--- config.mk ---
export PLATFORM = sky130hd
export DESIGN_NAME = ps2_rx
export DESIGN_NICKNAME = d
export VERILOG_FILES = /design/src/rtl/ps2_rx.sv
export SDC_FILE = /design/constraint.sdc
export NUM_CORES = 1
export LEC_CHECK = 0
export CELL_PAD_IN_SITES_DETAIL_PLACEMENT = 1
export CELL_PAD_IN_SITES_GLOBAL_PLACEMENT = 1
export CORE_ASPECT_RATIO = 1.4
export CORE_UTILIZATION = 55
export CTS_CLUSTER_DIAMETER = 50
export DETAILED_ROUTE_END_ITERATION = 12
export DONT_BUFFER_PORTS = 1
export MAX_ROUTING_LAYER = met4
export PLACE_DENSITY = 0.8
export SETUP_SLACK_MARGIN = 0.15
export SLEW_MARGIN = 5
export SYNTH_ARGS = -nofsm -noshare
export SYNTH_HDL_FRONTEND = slang
export SYNTH_SLANG_ARGS = --single-unit
--- constraint.sdc ---
create_clock -name clock -period 3.5 [get_ports clock]
set_input_delay 0.35 -clock clock [delete_from_list [all_inputs] [get_ports clock]]
set_output_delay 0.35 -clock clock [all_outputs]
set_load 0.005 [all_outputs]
--- src/rtl/ps2_rx.sv ---
// ps2_rx: PS/2 device-to-host frame receiver with pin filtering, frame checking and inter-edge timeout.
module ps2_rx #(
    parameter int FILTER_LEN = 16,
    parameter int TIMEOUT    = 200000
) (
    input  logic       clock,
    input  logic       kbd_clr,
    input  logic       ps2_clk_in,
    input  logic       ps2_dat_in,
    output logic [7:0] scan_code,
    output logic       scan_valid,
    output logic       frame_err,
    output logic [1:0] err_kind,
    output logic       busy
);
    localparam int TW = $clog2(TIMEOUT);
    localparam logic [TW-1:0] TMAX = TW'(TIMEOUT - 1);

    typedef enum logic [1:0] {IDLE, DATA, PARITY, STOP} state_t;

    logic [1:0]            sync_c, sync_d;
    logic [FILTER_LEN-1:0] hist_c, hist_d;
    logic                  clk_f, dat_f, clk_p, fall, timeout;
    state_t                state, state_n;
    logic [2:0]            cnt, cnt_n;
    logic [7:0]            sh, sh_n, code_n;
    logic                  par, par_n, valid_n, err_n;
    logic [1:0]            kind_n;
    logic [TW-1:0]         tcnt, tcnt_n;

    // Lines reset to the idle-bus level so release of kbd_clr never produces an edge.
    always_ff @(posedge clock or posedge kbd_clr) begin
        if (kbd_clr) begin
            sync_c <= '1;
            sync_d <= '1;
            hist_c <= '1;
            hist_d <= '1;
            clk_f  <= 1'b1;
            dat_f  <= 1'b1;
            clk_p  <= 1'b1;
        end else begin
            sync_c <= {sync_c[0], ps2_clk_in};
            sync_d <= {sync_d[0], ps2_dat_in};
            hist_c <= {hist_c[FILTER_LEN-2:0], sync_c[1]};
            hist_d <= {hist_d[FILTER_LEN-2:0], sync_d[1]};
            clk_f  <= &hist_c ? 1'b1 : ~|hist_c ? 1'b0 : clk_f;
            dat_f  <= &hist_d ? 1'b1 : ~|hist_d ? 1'b0 : dat_f;
            clk_p  <= clk_f;
        end
    end

    assign fall = clk_p & ~clk_f;
    assign busy = state != IDLE;

    always_ff @(posedge clock or posedge kbd_clr) begin
        if (kbd_clr) begin
            state      <= IDLE;
            cnt        <= '0;
            sh         <= '0;
            par        <= 1'b0;
            tcnt       <= '0;
            scan_code  <= '0;
            scan_valid <= 1'b0;
            frame_err  <= 1'b0;
            err_kind   <= '0;
        end else begin
            state      <= state_n;
            cnt        <= cnt_n;
            sh         <= sh_n;
            par        <= par_n;
            tcnt       <= tcnt_n;
            scan_code  <= code_n;
            scan_valid <= valid_n;
            frame_err  <= err_n;
            err_kind   <= kind_n;
        end
    end

    // A fall coinciding with the last timeout count wins over the timeout.
    always_comb begin
        state_n = state;
        cnt_n   = cnt;
        sh_n    = sh;
        par_n   = par;
        code_n  = scan_code;
        valid_n = 1'b0;
        err_n   = 1'b0;
        kind_n  = err_kind;
        timeout = state != IDLE && !fall && tcnt == TMAX;
        tcnt_n  = (state == IDLE || fall || timeout) ? '0 : tcnt + 1'b1;
        if (timeout) begin
            state_n = IDLE;
            err_n   = 1'b1;
            kind_n  = 2'd3;
        end else if (fall) begin
            case (state)
                IDLE: begin
                    state_n = dat_f ? IDLE : DATA;
                    cnt_n   = '0;
                end
                DATA: begin
                    sh_n    = {dat_f, sh[7:1]};
                    cnt_n   = cnt + 1'b1;
                    state_n = cnt == 3'd7 ? PARITY : DATA;
                end
                PARITY: begin
                    par_n   = dat_f;
                    state_n = STOP;
                end
                default: begin
                    state_n = IDLE;
                    if (^{sh, par} && dat_f) begin
                        code_n  = sh;
                        valid_n = 1'b1;
                    end else begin
                        err_n  = 1'b1;
                        kind_n = ^{sh, par} ? 2'd2 : 2'd1;
                    end
                end
            endcase
        end
    end
endmodule

Word level (Yosys, flattened, before mapping)
Index checks and enable logic that the tools add are counted.
{"block": "totals", "reg_bits": 83, "in_bits": 4, "out_inout_bits": 13, "word_cells": 75}
{"block": "classes", "n_addsub": 2, "n_eq_ne": 8, "n_mux": 24, "bitwise_logic": 4, "n_reduce_logical": 21}
{"op": "AND reduction 16 bit", "count": 2}
{"op": "OR reduction 16 bit", "count": 2}
{"op": "adder 18 x 1 -> 18 bit (second input constant)", "count": 1}
{"op": "== test 18 bit (second input constant)", "count": 1}
{"op": "2-to-1 mux 18 bit", "count": 1}
{"op": "2-to-1 mux 2 bit", "count": 8}
{"op": "2-to-1 mux 1 bit", "count": 13}
{"op": "AND reduction 3 bit", "count": 4}
{"op": "parity 9 bit", "count": 1}
{"op": "!= test 2 bit (second input constant)", "count": 3}
{"op": "case mux 2 bit (3 select lines)", "count": 1}
{"op": "case mux 3 bit (2 select lines)", "count": 1}
{"op": "nonzero test 2 bit", "count": 3}
{"op": "AND reduction 4 bit", "count": 1}
{"op": "adder 3 x 1 -> 3 bit (second input constant)", "count": 1}
{"op": "== test 3 bit (second input constant)", "count": 1}
{"op": "logical AND 1 bit", "count": 3}
{"op": "inverter 1 bit", "count": 3}
{"op": "OR reduction 3 bit", "count": 1}
{"op": "== test 2 x 1 -> 1 bit (second input constant)", "count": 1}
{"op": "== test 2 bit (second input constant)", "count": 1}
{"op": "zero test 2 bit", "count": 1}
{"op": "logical OR 1 bit", "count": 2}
{"op": "!= test 2 x 1 -> 1 bit (second input constant)", "count": 1}
{"op": "2 further kinds", "count": 2}

Logic depth before layout (Yosys ltp)
Gate-level depths: netlist (run 1).
{"block": "logic_depth", "word_depth": 7, "ltp_mapped": 6, "depth_no_buf": 5}

Least setup slack after synthesis (run 1)
No wires, ideal clock.
{"block": "synth_path", "path_type": "register to register", "startpoint": "reg sh[3]", "endpoint": "reg scan_code[1]", "setup_ns": 0.125, "t_arrival_ns": 1.722, "required_time_ns": 3.375, "slack_ns": 1.653, "path_stages_with_launch": 5, "n_path_buf": 0, "period_less_slack_ns": 1.847, "path_cell_list": "dfrtp_1 xor2_1 xnor3_1 mux2i_4 mux2_2"}
{"block": "synth_via", "elab_chain_cells": 3}
{"item": "from (decl)", "line": "26", "source": "logic [7:0] sh, sh_n, code_n;"}
{"item": "from (signal assigned)", "line": "69", "source": "sh <= sh_n;"}
{"item": "parity 9 bit", "line": "112", "source": "if (^{sh, par} && dat_f) begin"}
{"item": "logical AND 1 bit", "line": "112"}
{"item": "AND reduction 4 bit (no source line)"}
{"item": "to (signal assigned)", "line": "72", "source": "scan_code <= code_n;"}
{"item": "to (decl)", "line": "10", "source": "output logic [7:0] scan_code,"}
Every way passes these cells.
A chain may end at the register's enable or synchronous reset.

Worst setup path after layout (run 1)
Same ends and word-level chain as after synthesis.

==> impl_metrics.sql, run 1 <==
INSERT INTO impl_metrics (metric_group, metric, value, unit) VALUES
('outcome', 'outcome', 'completed', ''),
('worst_setup_path', 'timing.critical_path.fanout_max', '9', ''),
('sta', 'finalWorstPathRequiredPeriod', '2120', 'ps'),
('cts', 'tritoncts', 'done', ''),
('sta', 'fin_crit_sh', '60.6', '%'),
('power_and_ir_drop', 'power.ir.vdd_worst', '0.000310', 'V'),
('sta', 'totalNegativeSetupSlack', '0', 'ps'),
('run', 'max-cap-violations', '0', ''),
('worst_setup_path', 'critical-path-top-delay-family', 'multiplexers', ''),
('power_and_ir_drop', 'p_leak', '1.52', 'nW'),
('placement', 'buffer_ports.inserted', '0', ''),
('power_and_ir_drop', 'clockPowerShare', '38.8', '%'),
('cts', 'post_cts.repair.setup_buffers', '0', ''),
('worst_setup_path', 'timing.critical_path.from_type', 'flop', ''),
('floorplanning', 'row_count', '33', ''),
('floorplanning', 'die_area', '6320', 'sq um'),
('routing', 'drt_wl_total', '6680', 'microns'),
('floorplanning', 'die_x', '67.5', 'microns'),
('grt', 'antenna_violations_before_repair', '0', ''),
('logic_synthesis', 'synth_async_sr_flop_share', '100', '%'),
('sta', 'grt_setup_unrepaired', 'false', ''),
('floorplanning', 'fp.dieH', '93.7', 'microns'),
('cts', 'clkSlewWorstSetupHoldPaths', '90', 'ps'),
('layout', 'mostFrequentLayoutCells', 'sky130_fd_sc_hd__dfrtp_1, sky130_fd_sc_hd__dfstp_2, sky130_fd_sc_hd__nor2_1, sky130_fd_sc_hd__mux2_2, sky130_fd_sc_hd__nand4_1', ''),
('grt', 'global_route.overflow_total', '0', ''),
('worst_setup_path', 'worst_r2r_startpoint', 'sh[3]', ''),
('logic_synthesis', 'synth_area_leaders', 'sky130_fd_sc_hd__dfrtp_1, sky130_fd_sc_hd__dfstp_2, sky130_fd_sc_hd__mux2_2, sky130_fd_sc_hd__xor2_1, sky130_fd_sc_hd__nand4_1', ''),
('worst_setup_path', 'worstPathCellList', 'xor2_1 > xnor3_1 > mux2i_4 > mux2_2', ''),
('routing', 'via_per_inst', '6.01', ''),
('layout', 'syn_to_layout_area_delta', '8.45', '%'),
('logic_synthesis', 'fraction_of_synthesized_cell_area_taken_by_the_top_area_cell_type', '33.4', '%'),
('layout', 'final_net_count', '264', ''),
('power_and_ir_drop', 'pwr-share-seq', '59.7', '%'),
('floorplanning', 'starting_utilization_of_the_core_area', '56.7', '%'),
('worst_setup_path', 'worstSetupStartpoint', 'sh[3]', ''),
('layout', 'n_antenna_cell', '0', ''),
('power_and_ir_drop', 'power.density_cell_area', '476', 'nW/um^2'),
('worst_setup_path', 'critical-path-slowest-cell', 'sky130_fd_sc_hd__xnor3_1', ''),
('cts', 'clockBufferDepth', '2', ''),
('routing', 'routed_wire_length_per_instance', '20.1', 'microns'),
('sta', 'finalHoldViolations', '0', ''),
('logic_synthesis', 'yosys_register_bits', '83', ''),
('sta', 'finalSetupViolations', '0', ''),
('worst_setup_path', 'critPathRequiredTime', '3730', 'ps'),
('grt', 'grt_pass1_vias', '2155', ''),
('worst_setup_path', 'timing.setup.critical_path_class', 'reg -> reg', ''),
('grt', 'global_route_wire_length_before_repair', '11100', 'microns'),
('power_and_ir_drop', 'pwr-share-comb', '1.5', '%'),
('logic_synthesis', 'syn-instance-count', '249', ''),
('cts', 'root_buffer', 'sky130_fd_sc_hd__clkbuf_8', ''),
('layout', 'final_layout_size_suffix_gt1_share', '30.9', '%'),
('logic_synthesis', 'synth_edf_count', '0', ''),
('worst_setup_path', 'path_buf_inv', '0', ''),
('logic_synthesis', 'synth_area_leader_cell', 'sky130_fd_sc_hd__dfrtp_1', ''),
('logic_synthesis', 'dominant_register_cell_in_the_synthesized_netlist', 'sky130_fd_sc_hd__dfrtp_1', ''),
('placement', 'gp_congestion', '0.725', ''),
('cts', 'cts_resized', '0', ''),
('grt', 'grt_start_max_net_pins', '66', ''),
('logic_synthesis', 'count_of_yosys_warnings_during_synthesis', '0', ''),
('cts', 'cts_hold_repair.buffers', '2', ''),
('floorplanning', 'io-pin-count', '17', ''),
('worst_hold_path', 'hold_path.class', 'in -> async', ''),
('logic_synthesis', 'seq_area_frac_synth', '64.4', '%'),
('worst_setup_path', 'critical_path.max_stage_delay', '490', 'ps'),
('cts', 'clock_sinks', '83', ''),
('routing', 'first_pass_iters', '4', ''),
('logic_synthesis', 'syn_nets', '256', ''),
('floorplanning', 'coreArea', '5820', 'sq um'),
('sta', 'rel_slew_slack', '27.5', '%'),
('cts', 'tritoncts.num_buffers', '9', ''),
('logic_synthesis', 'synth.cell_area', '3300', 'sq um');
==> cell type report <==
class                   count  area, sq um
inverters                   3         12.5
repair buffers              3         27.5
fillers                   568         2240
well taps                  70         87.6
clock inverters             5         42.5
clock buffers              11          151
multi-input cells         157         1130
flip-flops and latches     83         2130
==> cells in the mapped netlist (5+ instances only) <==
library cell              count
sky130_fd_sc_hd__a21oi_1      6
sky130_fd_sc_hd__nor2_1      18
sky130_fd_sc_hd__nand4_1     17
sky130_fd_sc_hd__dfstp_2     39
sky130_fd_sc_hd__mux2_2      17
sky130_fd_sc_hd__dfrtp_1     44
sky130_fd_sc_hd__nand2_1     12
sky130_fd_sc_hd__xor2_1      13
sky130_fd_sc_hd__nand3_1     11
sky130_fd_sc_hd__o21ai_0      5
sky130_fd_sc_hd__and3_1       5
sky130_fd_sc_hd__nor4_1       9
sky130_fd_sc_hd__and2_1       5
==> final timing paths <==
path,to,slack (ps),cells after the start
max in group asynchronous,tcnt[13],2550,2
min in group clock,sync_d[1],360,0
max,scan_code[1],1380,4
min reg2reg,sync_d[1],360,0
min,err_kind[0],120,1
max reg2reg,scan_code[1],1380,4
==> power by group through the flow <==
stage	Sequential [mW]	Combinational [mW]	Clock [mW]
2_1_floorplan	1.03	0.0185	0
3_3_place_gp	1.03	0.0243	0
3_5_place_dp	1.03	0.0254	0
4_1_cts	1.02	0.0271	0.673
5_1_grt	1.02	0.0308	0.707
6_report	1.02	0.0261	0.660
==> kinds of logic (layout without fill, tap and decap cells) <==
logic type,after synthesis,count (layout),share of synthesized area (%)
muxes,19,19,6.82
xor gates and xnor gates,18,18,5.61
and+or+nand+nor,97,97,16.7
AOI/OAI and AO/OA,20,20,4.06
DFF,83,83,64.4
adders and majority gates,3,3,1.14
buffers and inverters,9,22,1.29
==> registers in the layout (all words and copies together) (netlist names), 2 cells and up <==
signal / flops
tcnt: 18
hist_c: 16
hist_d: 16
scan_code: 8
sh: 8
cnt: 3
err_kind: 2
state: 2
sync_c: 2
sync_d: 2
==> metrics by stage <==
step	utilization (%)	setup WS, ps	std cells	hold slack [ps]	power, mW
after CTS	61.5	1390	332	139	1.72
after global placement	57.8	1510	314	346	1.05
after global routing	61.5	1310	332	195	1.76
after floorplan	-	1080	249	345	1.04
after detailed placement	57.8	1410	314	347	1.06
final	61.5	1380	332	122	1.70
==> worst reg2reg max path, cell delays in order, from the launching register on <==
cell and delay, ps:
sky130_fd_sc_hd__dfrtp_1 430, sky130_fd_sc_hd__xor2_1 180, sky130_fd_sc_hd__xnor3_1 490, sky130_fd_sc_hd__mux2i_4 460, sky130_fd_sc_hd__mux2_2 430
==> routing by layer <==
metal  global-route usage, %  wire length [microns]
met1                    30.8                   2820
met2                    39.7                   3490
met3                    5.10                    190
met4                    11.9                    175
met5                       -                      0
No activity file was read; power rests on OpenSTA's default activity.
==> run 2: changes to the inputs <==
CORE_UTILIZATION = 51   (was 55)
PLACE_DENSITY = 0.75   (was 0.8)
clock period = 2.1 ns   (was 3.5 ns; I/O delays follow)
==> run 2 against run 1 <==
Via count is 1.0% higher. Total power up 80%. Fmax is 13% higher. Clock skew is 3.7 ps lower.
==> impl_metrics.sql, run 2 (synthesis results as in run 1) <==
INSERT INTO impl_metrics (metric_group, metric, value, unit) VALUES
('routing', 'route.antenna.remaining_nets', '0', ''),
('layout', 'final_net_count', '274', ''),
('sta', 'finalHoldViolations', '0', ''),
('power_and_ir_drop', 'p_leak', '1.60', 'nW'),
('placement', 'placement.cell_area', '3460', 'sq um'),
('sta', 'slew_viol_final', '0', ''),
('layout', 'final_layout_size_suffix_gt1_share', '34.2', '%'),
('layout', 'top_register', 'tcnt', ''),
('floorplanning', 'starting_utilization_of_the_core_area', '53.1', '%'),
('grt', 'grt_start_max_net_pins', '84', ''),
('routing', 'routed_wire_length_per_instance', '17.6', 'microns'),
('sta', 'fin_crit_sh', '89.3', '%'),
('worst_hold_path', 'worst_hold_startpoint', 'sync_c[1]', ''),
('power_and_ir_drop', 'clockPowerShare', '43.2', '%'),
('cts', 'tritoncts', 'done', ''),
('worst_setup_path', 'timing.setup.critical_path_class', 'reg -> reg', ''),
('floorplanning', 'coreArea', '6210', 'sq um'),
('layout', 'fill_cells', '597', ''),
('layout', 'n_antenna_cell', '0', ''),
('power_and_ir_drop', 'power.density_cell_area', '813', 'nW/um^2'),
('run', 'max-cap-violations', '0', ''),
('layout', 'mostFrequentLayoutCells', 'sky130_fd_sc_hd__dfrtp_1, sky130_fd_sc_hd__dfstp_2, sky130_fd_sc_hd__nor2_1, sky130_fd_sc_hd__mux2_2, sky130_fd_sc_hd__nand4_1', ''),
('layout', 'layout.cells.most_common', 'sky130_fd_sc_hd__dfrtp_1', ''),
('routing', 'dr.first_iter.drc_count', '66', ''),
('worst_setup_path', 'critPathRequiredTime', '2320', 'ps'),
('cts', 'root_buffer', 'sky130_fd_sc_hd__clkbuf_8', ''),
('cts', 'clockBufferDepth', '2', ''),
('sta', 'rel_slew_slack', '71.8', '%'),
('layout', 'multi_input_area', '1150', 'sq um'),
('routing', 'via_per_inst', '5.86', ''),
('sta', 'slew_at_the_pin_with_the_worst_max_slew_slack', '423', 'ps'),
('sta', 'totalNegativeSetupSlack', '0', 'ps'),
('routing', 'route.vias.total', '2016', ''),
('worst_setup_path', 'timing.critical_path.from_type', 'flop', ''),
('power_and_ir_drop', 'pwr-share-seq', '55.2', '%'),
('worst_setup_path', 'path_buf_inv', '0', ''),
('worst_setup_path', 'worstSetupStartpoint', 'tcnt[7]', ''),
('floorplanning', 'die_x', '70.0', 'microns'),
('grt', 'grt_pass1_vias', '2264', ''),
('worst_setup_path', 'regToRegSetupSlack', '220', 'ps'),
('grt', 'grt_util_all_layers', '21.4', '%'),
('worst_hold_path', 'hold_path.class', 'reg -> reg', ''),
('sta', 'fin_ws', '224', 'ps'),
('floorplanning', 'die_area', '6800', 'sq um'),
('power_and_ir_drop', 'cellInternalPower', '2.42', 'mW'),
('placement', 'buffer_ports.inserted', '0', ''),
('worst_setup_path', 'timing.critical_path.fanout_max', '5', ''),
('cts', 'clk-insertion-delay-late', '350', 'ps'),
('sta', 'finalHoldWorstSlack', '359', 'ps'),
('cts', 'htreeDepth', '3', ''),
('placement', 'placement.setup.worst_slack', '75.0', 'ps'),
('worst_setup_path', 'worst_r2r_startpoint', 'tcnt[7]', ''),
('power_and_ir_drop', 'p_sw_share', '21.0', '%'),
('power_and_ir_drop', 'pwr-share-comb', '1.6', '%'),
('cts', 'tritoncts.num_buffers', '9', ''),
('routing', 'dr_drc_count', '0', ''),
('power_and_ir_drop', 'net-switching-power', '0.643', 'mW'),
('sta', 'timing.fmax', '0.533', 'GHz'),
('layout', 'number_of_flip_flops_under_the_largest_register_name', '18', ''),
('worst_setup_path', 'critical_path.max_stage_delay', '540', 'ps'),
('sta', 'finalSetupViolations', '0', ''),
('worst_setup_path', 'cp-end-kind', 'flop', ''),
('worst_setup_path', 'regToRegEndpoint', 'state[0]', ''),
('cts', 'clock_sinks', '83', ''),
('routing', 'drt_wl_total', '6050', 'microns'),
('grt', 'antenna_violations_before_repair', '0', ''),
('worst_hold_path', 'hold_path_depth', '0', ''),
('floorplanning', 'io-pin-count', '17', ''),
('grt', 'global_route.overflow_total', '0', ''),
('worst_setup_path', 'critical-path-slowest-cell', 'sky130_fd_sc_hd__or4b_4', ''),
('worst_setup_path', 'critical-path-top-delay-family', 'simple AND/OR/NAND/NOR gates', ''),
('floorplanning', 'row_count', '34', ''),
('worst_setup_path', 'worst_path_arrival_time', '2090', 'ps'),
('worst_hold_path', 'worstHoldEndpoint', 'hist_c[0]', ''),
('sta', 'grt_setup_unrepaired', 'false', ''),
('power_and_ir_drop', 'power.ir.vdd_worst', '0.000390', 'V'),
('layout', 'syn_to_layout_area_delta', '14.1', '%'),
('sta', 'worst_clock_skew', '4.14', 'ps'),
('grt', 'global_route_wire_length_before_repair', '11000', 'microns'),
('worst_setup_path', 'worst_r2r_path_depth', '4', ''),
('placement', 'gp_congestion', '0.762', ''),
('placement', 'place_hpwl', '4080', 'microns'),
('routing', 'first_pass_iters', '4', ''),
('floorplanning', 'fp.dieH', '97.2', 'microns'),
('outcome', 'outcome', 'completed', ''),
('layout', 'largestRegisters', 'tcnt (18), hist_c (16), hist_d (16)', ''),
('sta', 'finalWorstPathRequiredPeriod', '1880', 'ps'),
('layout', 'seqCellArea', '2130', 'sq um'),
('worst_setup_path', 'worstPathCellList', 'or3b_1 > or4b_4 > nor3_1 > o21ai_0', ''),
('worst_setup_path', 'crit_cells', '4', ''),
('cts', 'clkSlewWorstSetupHoldPaths', '80', 'ps'),
('layout', 'final_instance_area', '3770', 'sq um');
run 2: cell count changes in the layout (fill, tap and decap cells not counted), sizes merged:
| cell | previous run | this run |
|---|---|---|
| bufinv | 0 | 1 |
| dlygate4sd3 | 2 | 3 |
| clkbuf | 11 | 12 |
| inv | 6 | 5 |
| buf | 1 | 10 |
| clkinv | 2 | 0 |
| clkinvlp | 0 | 1 |
run 2: power by group through the flow:
stage	Combinational (mW)	Sequential (mW)	Clock, mW
6_report	0.0500	1.69	1.32
5_1_grt	0.0581	1.70	1.42
4_1_cts	0.0524	1.69	1.36
3_5_place_dp	0.0471	1.72	0
3_3_place_gp	0.0469	1.72	0
2_1_floorplan	0.0313	1.71	0
run 2: how the worst max path moves through the flow:
stage	end	slack, ps
after detailed placement	scan_code[5]	80
after floorplan	scan_code[1]	250
final	state[0]	220
after global routing	state[1]	160
after global placement	scan_code[3]	140
after CTS	state[0]	220
run 2: cell type report:
cell class	instances	area share, %
Sequential cell	83	56.4
Multi-Input combinational cell	157	30.5
Clock buffer	12	4.98
Timing Repair Buffer	13	3.79
Tap cell	72	2.39
Clock inverter	4	1.56
Inverter	3	0.399
run 2: timing repair:
item | 4_1_cts | 5_1_grt
endpoints found under the setup margin | 8 | 2
hold buffers | 3 | 0
hold endpoints to repair | 46 | 0
gates resized for setup | 2 | 1
setup buffers | 1 | 0
run 2: per-stage QoR:
step / power, mW / util, % / cells
final: 3.06 / 60.7 / 344
after floorplan: 1.74 / - / 249
after global placement: 1.76 / 55.6 / 324
after detailed placement: 1.77 / 55.6 / 324
after CTS: 3.11 / 60.6 / 344
after global routing: 3.18 / 60.7 / 344
run 2: metal layers:
metal	track usage (%)	vias to the layer above	share of wire [%]	wire length, microns
li1	-	934	-	-
met1	23.5	1050	42	2510
met2	36.0	22	54	3250
met3	5.60	10	2.8	171
met4	9.54	0	1.9	113
met5	-	-	0	0
run 2: worst register-to-register path, cell delays in order (launching register included):
cell                      delay (ps)
sky130_fd_sc_hd__dfrtp_1         430
sky130_fd_sc_hd__or3b_1          380
sky130_fd_sc_hd__or4b_4          540
sky130_fd_sc_hd__nor3_1          240
sky130_fd_sc_hd__o21ai_0         160
